==> src/rtl/fp8_dot_accumulator_pkg.sv <==
// rtl/fp8_dot_accumulator_pkg.sv - shared minifloat format constants, FSM states and field helpers
//
// Purpose: format definition shared by the accumulator, the normalizer and the
// upstream multiplier. Format: bit7 sign, [6:4] biased exponent (bias 3),
// [3:0] fraction with a hidden leading 1. 8'h00 and 8'h80 both encode zero.
// Ports: none (package).
package fp8_dot_accumulator_pkg;

  localparam int EXP_W = 3;
  localparam int MAN_W = 4;
  localparam int BIAS  = 3;
  localparam int FP_W  = 1 + EXP_W + MAN_W;
  localparam int SIG_W = MAN_W + 1;

  localparam logic [FP_W-1:0] FP_ZERO    = '0;
  localparam logic [FP_W-2:0] FP_MAX_MAG = '1;

  typedef enum logic [2:0] {
    ST_WAIT,
    ST_ALIGN,
    ST_ADD,
    ST_NORM,
    ST_DONE
  } acc_state_t;

  function automatic logic fp_sign(input logic [FP_W-1:0] v);
    return v[FP_W-1];
  endfunction

  function automatic logic [EXP_W-1:0] fp_exp(input logic [FP_W-1:0] v);
    return v[FP_W-2 -: EXP_W];
  endfunction

  // Significand with the hidden 1 restored.
  function automatic logic [SIG_W-1:0] fp_sig(input logic [FP_W-1:0] v);
    return {1'b1, v[MAN_W-1:0]};
  endfunction

  // Both signed zeros count as zero.
  function automatic logic fp_is_zero(input logic [FP_W-1:0] v);
    return v[FP_W-2:0] == '0;
  endfunction

endpackage

==> src/rtl/fp8_normalize.sv <==
// rtl/fp8_normalize.sv - combinational minifloat normalize with saturate and flush
//
// Purpose: takes a raw sum (sign, unnormalized 6-bit significand, exponent of
// the aligned operands) and produces a packed minifloat.
// Ports:
//   sign    in   sign of the raw result
//   exp_in  in   biased exponent the significand is expressed at
//   sig_in  in   6-bit significand, bit4 is the hidden-1 position, bit5 carry
//   result  out  packed minifloat (saturated or flushed as needed)
//   sat     out  exponent overflowed and the result was clamped
module fp8_normalize
  import fp8_dot_accumulator_pkg::*;
(
  input  logic             sign,
  input  logic [EXP_W-1:0] exp_in,
  input  logic [MAN_W+1:0] sig_in,
  output logic [FP_W-1:0]  result,
  output logic             sat
);

  localparam logic signed [EXP_W+1:0] EXP_HI  = (EXP_W+2)'((1 << EXP_W) - 1);
  localparam logic signed [EXP_W+1:0] EXP_ONE = (EXP_W+2)'(1);

  logic signed [EXP_W+1:0] exp_ext;
  logic signed [EXP_W+1:0] exp_n;
  logic signed [EXP_W+1:0] lshift;
  logic [MAN_W-1:0]        frac_n;

  always_comb begin
    exp_ext = $signed({2'b00, exp_in});

    // Priority encoder: the highest set bit below the carry wins because it is
    // visited last.
    lshift = '0;
    for (int i = 0; i <= MAN_W; i++) begin
      if (sig_in[i]) lshift = (EXP_W+2)'(MAN_W - i);
    end

    if (sig_in[MAN_W+1]) begin
      exp_n  = exp_ext + EXP_ONE;
      frac_n = sig_in[MAN_W:1];
    end else begin
      exp_n  = exp_ext - lshift;
      frac_n = MAN_W'(sig_in[MAN_W:0] << lshift);
    end

    sat = 1'b0;
    if (sig_in == '0) begin
      result = FP_ZERO;
    end else if (exp_n > EXP_HI) begin
      result = {sign, FP_MAX_MAG};
      sat    = 1'b1;
    end else if (exp_n[EXP_W+1]) begin
      result = FP_ZERO;
    end else begin
      result = {sign, exp_n[EXP_W-1:0], frac_n};
    end
  end

endmodule

==> src/rtl/fp8_dot_accumulator.sv <==
// rtl/fp8_dot_accumulator.sv - sequential minifloat dot-product accumulator
//
// Purpose: accepts minifloat products over valid/ready, folds each one into an
// accumulator through ALIGN/ADD/NORM steps and presents the sum after the
// product flagged last has been added.
// Ports:
//   clk, rst     rising-edge clock, asynchronous active-high reset
//   prod_valid   product valid          prod_ready  block can accept (WAIT only)
//   prod_data    minifloat product      prod_last   final term of the vector
//   sum_valid    result available       sum_ready   consumer takes the result
//   sum_data     accumulated result     sum_count   products folded in (wraps)
//   sat          some step of this vector saturated
// Build option: FP8_ACC_STICKY_SAT_EN freezes the accumulator once saturated.
module fp8_dot_accumulator
  import fp8_dot_accumulator_pkg::*;
#(
  parameter int CNT_W = 8
) (
  input  logic             clk,
  input  logic             rst,
  input  logic             prod_valid,
  output logic             prod_ready,
  input  logic [FP_W-1:0]  prod_data,
  input  logic             prod_last,
  output logic             sum_valid,
  input  logic             sum_ready,
  output logic [FP_W-1:0]  sum_data,
  output logic [CNT_W-1:0] sum_count,
  output logic             sat
);

  acc_state_t state_q, state_d;

  logic [FP_W-1:0]  acc_q;
  logic [FP_W-1:0]  prod_q;
  logic             last_q;
  logic [CNT_W-1:0] cnt_q;
  logic             sat_q;

  // Aligned operands (ALIGN -> ADD).
  logic [SIG_W-1:0] a_sig_q, b_sig_q;
  logic             a_sign_q, b_sign_q;
  logic [EXP_W-1:0] exp_q;
  logic             byp_q;
  logic [FP_W-1:0]  byp_val_q;

  // Raw sum (ADD -> NORM).
  logic [SIG_W:0]   sum_sig_q;
  logic             sum_sign_q;

  logic [EXP_W-1:0] exp_a, exp_b, exp_big;
  logic [SIG_W-1:0] sig_a_al, sig_b_al;
  logic [SIG_W:0]   sum_sig_d;
  logic             sum_sign_d;
  logic [FP_W-1:0]  norm_result;
  logic             norm_sat;

  always_ff @(posedge clk or posedge rst) begin
    if (rst) state_q <= ST_WAIT;
    else     state_q <= state_d;
  end

  always_comb begin
    state_d    = state_q;
    prod_ready = 1'b0;
    sum_valid  = 1'b0;
    case (state_q)
      ST_WAIT: begin
        prod_ready = !rst;
        if (prod_valid) state_d = ST_ALIGN;
      end
      ST_ALIGN: state_d = ST_ADD;
      ST_ADD:   state_d = ST_NORM;
      ST_NORM:  state_d = last_q ? ST_DONE : ST_WAIT;
      ST_DONE: begin
        sum_valid = 1'b1;
        if (sum_ready) state_d = ST_WAIT;
      end
      default: state_d = ST_WAIT;
    endcase
  end

  // Shifting the 5-bit significand by 5 or more naturally yields 0, and the
  // dropped bits are simply truncated.
  always_comb begin
    exp_a = fp_exp(acc_q);
    exp_b = fp_exp(prod_q);
    if (exp_a >= exp_b) begin
      exp_big  = exp_a;
      sig_a_al = fp_sig(acc_q);
      sig_b_al = fp_sig(prod_q) >> (exp_a - exp_b);
    end else begin
      exp_big  = exp_b;
      sig_a_al = fp_sig(acc_q) >> (exp_b - exp_a);
      sig_b_al = fp_sig(prod_q);
    end
  end

  // Sign-magnitude add; equal magnitudes of opposite sign give +0.
  always_comb begin
    sum_sig_d  = '0;
    sum_sign_d = 1'b0;
    if (a_sign_q == b_sign_q) begin
      sum_sig_d  = {1'b0, a_sig_q} + {1'b0, b_sig_q};
      sum_sign_d = a_sign_q;
    end else if (a_sig_q > b_sig_q) begin
      sum_sig_d  = {1'b0, a_sig_q - b_sig_q};
      sum_sign_d = a_sign_q;
    end else if (b_sig_q > a_sig_q) begin
      sum_sig_d  = {1'b0, b_sig_q - a_sig_q};
      sum_sign_d = b_sign_q;
    end
  end

  fp8_normalize u_norm (
    .sign   (sum_sign_q),
    .exp_in (exp_q),
    .sig_in (sum_sig_q),
    .result (norm_result),
    .sat    (norm_sat)
  );

  always_ff @(posedge clk or posedge rst) begin
    if (rst) begin
      acc_q      <= FP_ZERO;
      prod_q     <= FP_ZERO;
      last_q     <= 1'b0;
      cnt_q      <= '0;
      sat_q      <= 1'b0;
      a_sig_q    <= '0;
      b_sig_q    <= '0;
      a_sign_q   <= 1'b0;
      b_sign_q   <= 1'b0;
      exp_q      <= '0;
      byp_q      <= 1'b0;
      byp_val_q  <= FP_ZERO;
      sum_sig_q  <= '0;
      sum_sign_q <= 1'b0;
    end else begin
      case (state_q)
        ST_WAIT: begin
          if (prod_valid) begin
            prod_q <= prod_data;
            last_q <= prod_last;
            cnt_q  <= cnt_q + 1'b1;
          end
        end
        ST_ALIGN: begin
          a_sig_q  <= sig_a_al;
          b_sig_q  <= sig_b_al;
          a_sign_q <= fp_sign(acc_q);
          b_sign_q <= fp_sign(prod_q);
          exp_q    <= exp_big;
          // A zero operand leaves the other one untouched, bit for bit.
          byp_q     <= fp_is_zero(acc_q) | fp_is_zero(prod_q);
          byp_val_q <= fp_is_zero(prod_q) ? acc_q : prod_q;
        end
        ST_ADD: begin
          sum_sig_q  <= sum_sig_d;
          sum_sign_q <= sum_sign_d;
        end
        ST_NORM: begin
`ifdef FP8_ACC_STICKY_SAT_EN
          if (!sat_q) acc_q <= byp_q ? byp_val_q : norm_result;
`else
          acc_q <= byp_q ? byp_val_q : norm_result;
`endif
          sat_q <= sat_q | (norm_sat & !byp_q);
        end
        ST_DONE: begin
          if (sum_ready) begin
            acc_q <= FP_ZERO;
            cnt_q <= '0;
            sat_q <= 1'b0;
          end
        end
        default: ;
      endcase
    end
  end

  assign sum_data  = acc_q;
  assign sum_count = cnt_q;
  assign sat       = sat_q;

endmodule

==> config.mk <==
export PLATFORM = sky130hd
export DESIGN_NAME = fp8_dot_accumulator
export DESIGN_NICKNAME = d
export VERILOG_FILES = /design/src/rtl/fp8_dot_accumulator_pkg.sv /design/src/rtl/fp8_normalize.sv /design/src/rtl/fp8_dot_accumulator.sv
export SDC_FILE = /design/constraint.sdc
export NUM_CORES = 1
export LEC_CHECK = 0
export ABC_AREA = 1
export CAP_MARGIN = 30
export CORE_MARGIN = 5
export CORE_UTILIZATION = 64
export DETAILED_ROUTE_END_ITERATION = 10
export PLACE_DENSITY_LB_ADDON = 0.08
export SLEW_MARGIN = 25
export SYNTH_ARGS = -nofsm -noshare
export SYNTH_HDL_FRONTEND = slang
export SYNTH_SLANG_ARGS = --single-unit
==> constraint.sdc <==
create_clock -name clk -period 5.28 [get_ports clk]
set_input_delay 1.584 -clock clk [delete_from_list [all_inputs] [get_ports clk]]
set_output_delay 1.584 -clock clk [all_outputs]
set_load 0.03 [all_outputs]
; After elaboration in Yosys (flattened, before gate mapping)
; Cells that the tools add are included.
; Widths: inputs -> output; s select.
[totals]
ff_bits = 60
input_bits = 13
output_inout_bits = 19
[op_classes]
add_sub_neg = 8
order_cmp = 4
n_eq_ne = 7
shifts = 3
muxes = 35
bitwise = 3
reduce_logical = 12
[ops]
columns = cell, n
row1 = $mux 8, 7
row2 = $pmux 8 s2, 2
row3 = $mux 3, 9
row4 = $mux 5, 5
row5 = $pmux 3 s5, 1
row6 = $logic_not 7->1, 2
row7 = $gt 5x5->1, 2
row8 = $shr 5x3->5, 2
row9 = $sub 5x5->5, 2
row10 = $add 8x1->8 const B, 1
row11 = $mux 1, 8
row12 = $add 5x5->6, 1
row13 = $eq 3x2->1 const B, 2
row14 = $logic_not 6->1, 1
row15 = $mux 6, 1
row16 = $reduce_and 2->1, 3
row17 = $sub 3x3->3, 2
row18 = $gt 5x4->1 const B, 1
row19 = $shl 5x3->4, 1
row20 = $add 3x1->4 const B, 1
row21 = $mux 4, 1
row22 = $ne 2x2->1 const B, 2
row23 = $reduce_bool 2->1, 2
row24 = $sub 3x3->4, 1
row25 = 10 further kinds, 12

; Logic depth before layout (Yosys ltp)
; Gate-level depths: netlist of run 1.
[logic_depth]
word_depth = 13
mapped_depth = 15
depth_no_buf = 15

; Hierarchy
; Synthesis of run 1 repeated with hierarchy kept, for this count alone.
[hier_totals]
hier_cells = 542
hier_area_um2 = 4215.3
[modules_own_cells]
columns = mod, n_inst, cells_each, area_per_inst_um2, seq_area_each_um2
row1 = fp8_dot_accumulator, 1, 452, 3706.1, 1501.4
row2 = fp8_normalize, 1, 90, 509.2, 0.0

; Worst setup path before layout of run 1
; No wires, ideal clock.
[synth_path]
path_type = input -> output
startpoint = input rst
endpoint = output prod_ready
arrival_ns = 2.265
slack_ns = 1.431
cell_stages = 1
cell_sequence = nor3_1
[synth_via]
elab_chain_len = 2
[synth_lines]
columns = item, line
row1 = from (decl), fp8_dot_accumulator.sv:20  ; input logic rst,
row2 = $logic_not 1->1 (no source line), n/a
row3 = $mux 1, fp8_dot_accumulator.sv:67  ; case (state_q)
row4 = to (decl), fp8_dot_accumulator.sv:22  ; output logic prod_ready,
; No other way between the ends.

; Final worst setup path of run 1
; Same ends and word-level chain as after synthesis.

==> impl_metrics.prom, run 1 <==
# TYPE chip_impl_metric gauge
chip_impl_info{name="status",value="finished clean"} 1
chip_impl_metric{name="critPathRequiredTime",unit="ns"} 3.70
chip_impl_metric{name="hold_viol_final",unit=""} 0
chip_impl_info{name="setup_repair_after_global_routing_missed_its_margin",value="false"} 1
chip_impl_metric{name="async_flop_share",unit="%"} 100
chip_impl_metric{name="post_synth_inst_count",unit=""} 560
chip_impl_metric{name="port_buffers",unit=""} 31
chip_impl_metric{name="grt_pass1_wl",unit="mm"} 17.2
chip_impl_metric{name="coreArea",unit="µm²"} 6280
chip_impl_info{name="worst_setup_path_end_kind",value="output port"} 1
chip_impl_metric{name="arrival",unit="ns"} 2.90
chip_impl_metric{name="detail_route.wirelength",unit="mm"} 9.84
chip_impl_metric{name="floorplan.die.height",unit="µm"} 89.8
chip_impl_info{name="most_frequent_cells_after_synthesis",value="145 x sky130_fd_sc_hd__nand2_1, 81 x sky130_fd_sc_hd__inv_1, 60 x sky130_fd_sc_hd__dfrtp_1, 45 x sky130_fd_sc_hd__o21ai_0, 36 x sky130_fd_sc_hd__a21oi_1"} 1
chip_impl_metric{name="fraction_of_layout_cells_with_a_size_suffix_above_1",unit="%"} 7.05
chip_impl_metric{name="clkTransAtPathRegs",unit="ns"} 0.08
chip_impl_metric{name="die_x",unit="µm"} 89.8
chip_impl_metric{name="grt_overflow",unit=""} 0
chip_impl_metric{name="synth_seq_cells",unit=""} 60
chip_impl_metric{name="crit_path_max_fanout",unit=""} 2
chip_impl_metric{name="finish.net_count",unit=""} 634
chip_impl_metric{name="gpl.final_weighted_congestion",unit=""} 0.936
chip_impl_metric{name="slew_headroom",unit="%"} 46.5
chip_impl_metric{name="drt_pre_antenna_iters",unit=""} 6
chip_impl_metric{name="yosysWarnings",unit=""} 0
chip_impl_metric{name="yosysSeqAreaShare",unit="%"} 36.9
chip_impl_metric{name="initial_core_util",unit="%"} 64.9
chip_impl_metric{name="finalCoreUtilization",unit="%"} 74.6
chip_impl_metric{name="syn_avg_cell_area",unit="µm²"} 7.27
chip_impl_metric{name="final.setup.worst_slack",unit="ns"} 0.796
chip_impl_info{name="timing.critical_path.from_type",value="primary input"} 1
chip_impl_metric{name="antenna_found_initial",unit=""} 0
chip_impl_info{name="synthFlopType",value="sky130_fd_sc_hd__dfrtp_1"} 1
chip_impl_metric{name="area.growth.synth_to_final",unit="%"} 14.9
chip_impl_info{name="tritoncts",value="done"} 1
chip_impl_info{name="synth_most_common_cell",value="sky130_fd_sc_hd__nand2_1"} 1
chip_impl_metric{name="cts_setup_buffers",unit=""} 0
chip_impl_metric{name="ctsResizeCount",unit=""} 0
chip_impl_metric{name="cts.htree.levels",unit=""} 3
chip_impl_metric{name="tns",unit="ns"} 0
chip_impl_metric{name="detail-route-antenna-nets",unit=""} 0
chip_impl_metric{name="hpwl",unit="mm"} 7.42
chip_impl_metric{name="num_vias",unit=""} 3842
chip_impl_metric{name="least_margin_pin_slew",unit="ns"} 0.801
chip_impl_metric{name="layout_min_cycle_time",unit="ns"} 4.48
chip_impl_info{name="cts_root_buf",value="sky130_fd_sc_hd__clkbuf_8"} 1
chip_impl_metric{name="clock_insertion_delay_worst_skew",unit="ns"} 0.35
chip_impl_metric{name="setup-violations-final",unit=""} 0
chip_impl_info{name="synth_top_cell_by_area",value="sky130_fd_sc_hd__dfrtp_1"} 1
chip_impl_metric{name="dp_worst_setup_slack",unit="ns"} 0.798
chip_impl_metric{name="num_io_pins",unit=""} 32
chip_impl_metric{name="grt_start_max_net_pins",unit=""} 39
chip_impl_metric{name="syn-cell-area",unit="µm²"} 4070
chip_impl_metric{name="viasPerCell",unit=""} 5.71
chip_impl_metric{name="number_of_buffers_created_by_cts",unit=""} 9
chip_impl_metric{name="initialDrtViolationCount",unit=""} 276
chip_impl_metric{name="dieArea",unit="µm²"} 8060
chip_impl_metric{name="rows",unit=""} 29
chip_impl_info{name="netlist_top_cells_area",value="sky130_fd_sc_hd__dfrtp_1 37%, sky130_fd_sc_hd__nand2_1 13%, sky130_fd_sc_hd__ha_1 7.7%"} 1
chip_impl_metric{name="synth_enable_flop_cells",unit=""} 0
chip_impl_metric{name="hold_slack",unit="ns"} 0.498
chip_impl_metric{name="maxCapViolations",unit=""} 0
chip_impl_metric{name="clock_sink_count",unit=""} 60
chip_impl_metric{name="synthDistinctLibCells",unit=""} 35
chip_impl_metric{name="number_of_global_route_vias_before_repair",unit=""} 3704
chip_impl_metric{name="fin_worst_skew",unit="ns"} 0.0117
chip_impl_metric{name="report.final.slew_viol_count",unit=""} 0
chip_impl_metric{name="drc",unit=""} 0
chip_impl_metric{name="detail_route.wl_per_cell",unit="µm"} 14.6
chip_impl_metric{name="yosysTopAreaCellShare",unit="%"} 36.9
chip_impl_metric{name="period_share",unit="%"} 84.9
chip_impl_metric{name="synth_nets",unit=""} 603
chip_impl_info{name="type_of_the_worst_min_delay_path",value="register to register"} 1
chip_impl_metric{name="max-clock-path-buffers",unit=""} 2
chip_impl_metric{name="num_antenna_cells",unit=""} 0
chip_impl_metric{name="timing.fmax",unit="GHz"} 0.223
chip_impl_metric{name="hold_buf_cts",unit=""} 0
chip_impl_info{name="criticalPathCategory",value="primary input to output port"} 1
chip_impl_metric{name="grt_use_total",unit="%"} 25.6
chip_impl_metric{name="fillers",unit=""} 505
logic make-up (layout without fill, tap and decap cells):
logic type      Yosys count  in the layout  share of synthesized area [%]
xor+xnor                 10             10                           2.15
simple gates            239            239                           25.6
fa+ha+maj                30             30                           10.1
flops                    60             60                           36.9
compound gates          117            117                           15.4
buf+inv                 104            140                           9.89
metal layers:
layer / global-route usage, % / routed length [µm] / up-vias
met1: 35.3 / 4430 / 1805
li1: - / - / 1880
met2: 40.9 / 4660 / 142
met5: 0 / 0 / -
met4: 7.30 / 157 / 0
met3: 5.26 / 600 / 15
cell type report:
class                           count  area [µm²]  area share [%]
Tap cell                           77        96.3            2.06
Sequential cell                    60        1500            32.1
Multi-Input combinational cell    396        2170            46.3
Inverter                           91         342            7.30
Clock inverter                      7         124            2.65
Clock buffer                        9         124            2.65
Timing Repair Buffer               33         325            6.95
cells in the final DEF, fill, tap and decap left out, types with 2 or more instances in the layout:
master and n:
sky130_fd_sc_hd__a31oi_1 2, sky130_fd_sc_hd__a21oi_1 36, sky130_fd_sc_hd__fa_1 5, sky130_fd_sc_hd__xor2_1 8, sky130_fd_sc_hd__nor2_2 3, sky130_fd_sc_hd__ha_1 25
sky130_fd_sc_hd__buf_4 2, sky130_fd_sc_hd__dfrtp_1 60, sky130_fd_sc_hd__clkinv_4 2, sky130_fd_sc_hd__nor3_4 2, sky130_fd_sc_hd__o21ai_0 45, sky130_fd_sc_hd__nand2_4 2
sky130_fd_sc_hd__o21ai_1 18, sky130_fd_sc_hd__bufinv_16 3, sky130_fd_sc_hd__xnor2_1 2, sky130_fd_sc_hd__clkbuf_8 9, sky130_fd_sc_hd__o211ai_1 5, sky130_fd_sc_hd__a22oi_1 2
sky130_fd_sc_hd__o22ai_1 5, sky130_fd_sc_hd__nand3_1 34, sky130_fd_sc_hd__nand2_2 3, sky130_fd_sc_hd__inv_2 11, sky130_fd_sc_hd__nor3_1 12, sky130_fd_sc_hd__clkdlybuf4s50_1 31
sky130_fd_sc_hd__nand2_1 145, sky130_fd_sc_hd__nor2_1 27, sky130_fd_sc_hd__inv_1 80, sky130_fd_sc_hd__nand4_1 7
path summary, 6_finish.rpt:
check                             startpoint      endpoint  slack [ns]  cells after the start
worst max-delay path                     rst    prod_ready        0.80                      3
worst min-delay path            byp_val_q[6]  byp_val_q[6]        0.50                      2
worst max register to register   sum_data[4]      exp_q[1]        2.88                      6
worst min register to register  byp_val_q[6]  byp_val_q[6]        0.50                      2
max in group asynchronous                rst    a_sig_q[1]        2.75                      3
min in group asynchronous                rst    state_q[0]        1.73                      2
flip-flops by register name (all words and copies together) (netlist names), 3 cells and up:
register and count:
sum_data 8, sum_sig_q 6, byp_val_q 8, state_q 3, b_sig_q 5, sum_count 8, exp_q 3, a_sig_q 5
prod_q 8
stage by stage:
stage	instances	instance area [µm²]
2_1_floorplan	560	4070
3_3_place_gp	657	4430
3_5_place_dp	657	4430
4_1_cts	673	4680
5_1_grt	673	4680
6_report	673	4680
worst max-delay path, stage by stage:
cell and delay [ns]:
sky130_fd_sc_hd__clkdlybuf4s50_1 0.43, sky130_fd_sc_hd__nor3_1 0.19, sky130_fd_sc_hd__clkdlybuf4s50_1 0.70
Power of run 1 is left out: the tool's default activity adds up to more than one toggle a clock period on the data nets, which glitch-free logic cannot reach.
==> inputs of run 2 (changes only) <==
--- a/config.mk
+++ b/config.mk
@@ -8,7 +8,7 @@
 export ABC_AREA = 1
 export CAP_MARGIN = 30
 export CORE_MARGIN = 5
-export CORE_UTILIZATION = 64
+export CORE_UTILIZATION = 53
 export DETAILED_ROUTE_END_ITERATION = 10
 export PLACE_DENSITY_LB_ADDON = 0.08
 export SLEW_MARGIN = 25
==> constraint.sdc (replaced) <==
create_clock -name clk -period 4 [get_ports clk]
set_input_delay 1.2 -clock clk [delete_from_list [all_inputs] [get_ports clk]]
set_output_delay 1.2 -clock clk [all_outputs]
set_load 0.03 [all_outputs]
==> run 2 against run 1 <==
  * Routed wire length fell by 0.89%
  * Cell area fell by 0.11%
  * Die area rose by 18%
  * Utilization fell by 13 points
  * Via count fell by 2.8%
  * First-iteration DRC count fell by 23%
  * Critical path depth did not move
  * Sequential cell count did not move
  * Register-to-register slack got worse by 1.2 ns
  * Highest routed layer unchanged
==> impl_metrics.prom, run 2 (same netlist as run 1, synthesis figures left out) <==
# TYPE chip_impl_metric gauge
chip_impl_metric{name="initialDrtViolationCount",unit=""} 213
chip_impl_info{name="cts_root_buf",value="sky130_fd_sc_hd__clkbuf_8"} 1
chip_impl_metric{name="clkTransAtPathRegs",unit="ns"} 0.07
chip_impl_metric{name="max-clock-path-buffers",unit=""} 2
chip_impl_metric{name="ctsResizeCount",unit=""} 0
chip_impl_metric{name="initial_core_util",unit="%"} 53.6
chip_impl_metric{name="crit_path_max_fanout",unit=""} 2
chip_impl_metric{name="number_of_buffers_created_by_cts",unit=""} 9
chip_impl_info{name="mostFrequentLayoutCells",value="145 x sky130_fd_sc_hd__nand2_1, 80 x sky130_fd_sc_hd__inv_1, 60 x sky130_fd_sc_hd__dfrtp_1, 45 x sky130_fd_sc_hd__o21ai_0, 36 x sky130_fd_sc_hd__a21oi_1"} 1
chip_impl_metric{name="viasPerCell",unit=""} 5.34
chip_impl_metric{name="hold_buf_cts",unit=""} 0
chip_impl_metric{name="clock_sink_count",unit=""} 60
chip_impl_metric{name="number_of_global_route_vias_before_repair",unit=""} 3417
chip_impl_metric{name="detail-route-antenna-nets",unit=""} 0
chip_impl_metric{name="detail_route.wl_per_cell",unit="µm"} 14.0
chip_impl_metric{name="clock_insertion_delay_worst_skew",unit="ns"} 0.35
chip_impl_metric{name="detail_route.wirelength",unit="mm"} 9.75
chip_impl_metric{name="drt_pre_antenna_iters",unit=""} 5
chip_impl_metric{name="setup-violations-final",unit=""} 0
chip_impl_metric{name="maxCapViolations",unit=""} 0
chip_impl_metric{name="critical_path.max_stage_delay",unit="ns"} 0.69
chip_impl_metric{name="least_margin_pin_slew",unit="ns"} 0.643
chip_impl_info{name="tritoncts",value="done"} 1
chip_impl_info{name="crit_chain",value="clkdlybuf4s50_1 > nor3_1 > clkdlybuf4s50_1"} 1
chip_impl_info{name="layout.cells.most_common",value="sky130_fd_sc_hd__nand2_1"} 1
chip_impl_metric{name="hold_viol_final",unit=""} 0
chip_impl_metric{name="antenna_found_initial",unit=""} 0
chip_impl_metric{name="rows",unit=""} 32
chip_impl_metric{name="layout_min_cycle_time",unit="ns"} 3.70
chip_impl_info{name="timing.critical_path.from_type",value="primary input"} 1
chip_impl_metric{name="coreArea",unit="µm²"} 7610
chip_impl_metric{name="port_buffers",unit=""} 31
chip_impl_metric{name="finish.net_count",unit=""} 635
chip_impl_metric{name="drc",unit=""} 0
chip_impl_metric{name="floorplan.die.height",unit="µm"} 97.7
chip_impl_metric{name="grt_overflow",unit=""} 0
chip_impl_metric{name="grt_start_max_net_pins",unit=""} 27
chip_impl_metric{name="num_antenna_cells",unit=""} 0
chip_impl_metric{name="die_x",unit="µm"} 97.7
chip_impl_metric{name="critPathRequiredTime",unit="ns"} 2.80
chip_impl_metric{name="grt_pass1_wl",unit="mm"} 16.8
chip_impl_metric{name="num_io_pins",unit=""} 32
chip_impl_metric{name="tns",unit="ns"} 0
chip_impl_info{name="type_of_the_worst_min_delay_path",value="register to register"} 1
chip_impl_metric{name="grt_use_total",unit="%"} 21.6
chip_impl_metric{name="timing.fmax",unit="GHz"} 0.270
chip_impl_metric{name="cts.htree.levels",unit=""} 3
chip_impl_metric{name="fraction_of_layout_cells_with_a_size_suffix_above_1",unit="%"} 6.87
chip_impl_info{name="worst_path_most_repeated_cell",value="sky130_fd_sc_hd__clkdlybuf4s50_1"} 1
chip_impl_info{name="criticalPathCategory",value="primary input to output port"} 1
chip_impl_info{name="worst_setup_path_end_kind",value="output port"} 1
chip_impl_metric{name="report.final.slew_viol_count",unit=""} 0
chip_impl_metric{name="arrival",unit="ns"} 2.50
chip_impl_metric{name="num_vias",unit=""} 3736
chip_impl_metric{name="hpwl",unit="mm"} 7.44
chip_impl_metric{name="gpl.final_weighted_congestion",unit=""} 0.838
chip_impl_info{name="timing.critical_path.slowest_stage_cell",value="sky130_fd_sc_hd__clkdlybuf4s50_1"} 1
chip_impl_metric{name="cts_setup_buffers",unit=""} 0
chip_impl_metric{name="dieArea",unit="µm²"} 9540
chip_impl_info{name="setup_repair_after_global_routing_missed_its_margin",value="false"} 1
chip_impl_info{name="status",value="finished clean"} 1
chip_impl_metric{name="area.growth.synth_to_final",unit="%"} 14.8
chip_impl_metric{name="fin_worst_skew",unit="ns"} 0.0106
chip_impl_metric{name="slew_headroom",unit="%"} 56.8
chip_impl_metric{name="period_share",unit="%"} 92.6
==> run 2: changes by cell type in the layout (fill, tap and decap cells not counted), sizes merged <==
| cell | previous run | this run |
|---|---|---|
| clkbuf | 9 | 13 |
| bufinv | 3 | 1 |
| clkinv | 2 | 0 |
| buf | 2 | 3 |
| clkinvlp | 1 | 2 |
| inv | 92 | 91 |
==> run 2: area by class of cell <==
class	count	area, µm²
fill	707	2930
multi-input combinational	396	2170
sequential	60	1500
inverter	91	342
timing repair buffer	34	333
clock buffer	13	159
tap	102	128
clock inverter	3	45.0
==> run 2: worst max-delay path: cells and delay by family <==
family	cells	cell delay, ns
buffers and inverters	2	1.12
and+or+nand+nor	1	0.18
==> run 2: worst paths after layout <==
path / from / end / slack (ns) / cells past startpoint
worst max-delay path: rst / prod_ready / 0.30 / 3
worst min-delay path: byp_val_q[6] / byp_val_q[6] / 0.49 / 2
worst max register to register: sum_data[4] / a_sig_q[2] / 1.66 / 9
worst min register to register: byp_val_q[6] / byp_val_q[6] / 0.49 / 2
max in group asynchronous: rst / a_sig_q[4] / 2.17 / 3
min in group asynchronous: rst / state_q[1] / 1.17 / 2
==> run 2: metal layers <==
metal | global-route usage [%] | wire length, µm | part of all wire (%)
met1 | 30.9 | 4720 | 48
met2 | 32.8 | 4420 | 45
met3 | 3.52 | 430 | 4.4
met4 | 7.99 | 178 | 1.8
met5 | 0 | 0 | 0
==> run 2: per-stage QoR <==
step	cells	setup slack, ns	hold slack (ns)	utilization, %	instance area [µm²]
floorplan	560	0.919	0.453	-	4070
global placement	683	0.296	0.478	58.8	4470
detailed placement	683	0.294	0.481	58.8	4470
CTS	699	0.278	0.498	61.5	4680
global route	699	0.219	0.529	61.5	4680
finish	699	0.298	0.495	61.5	4680
Power of run 2 is left out for the same reason.
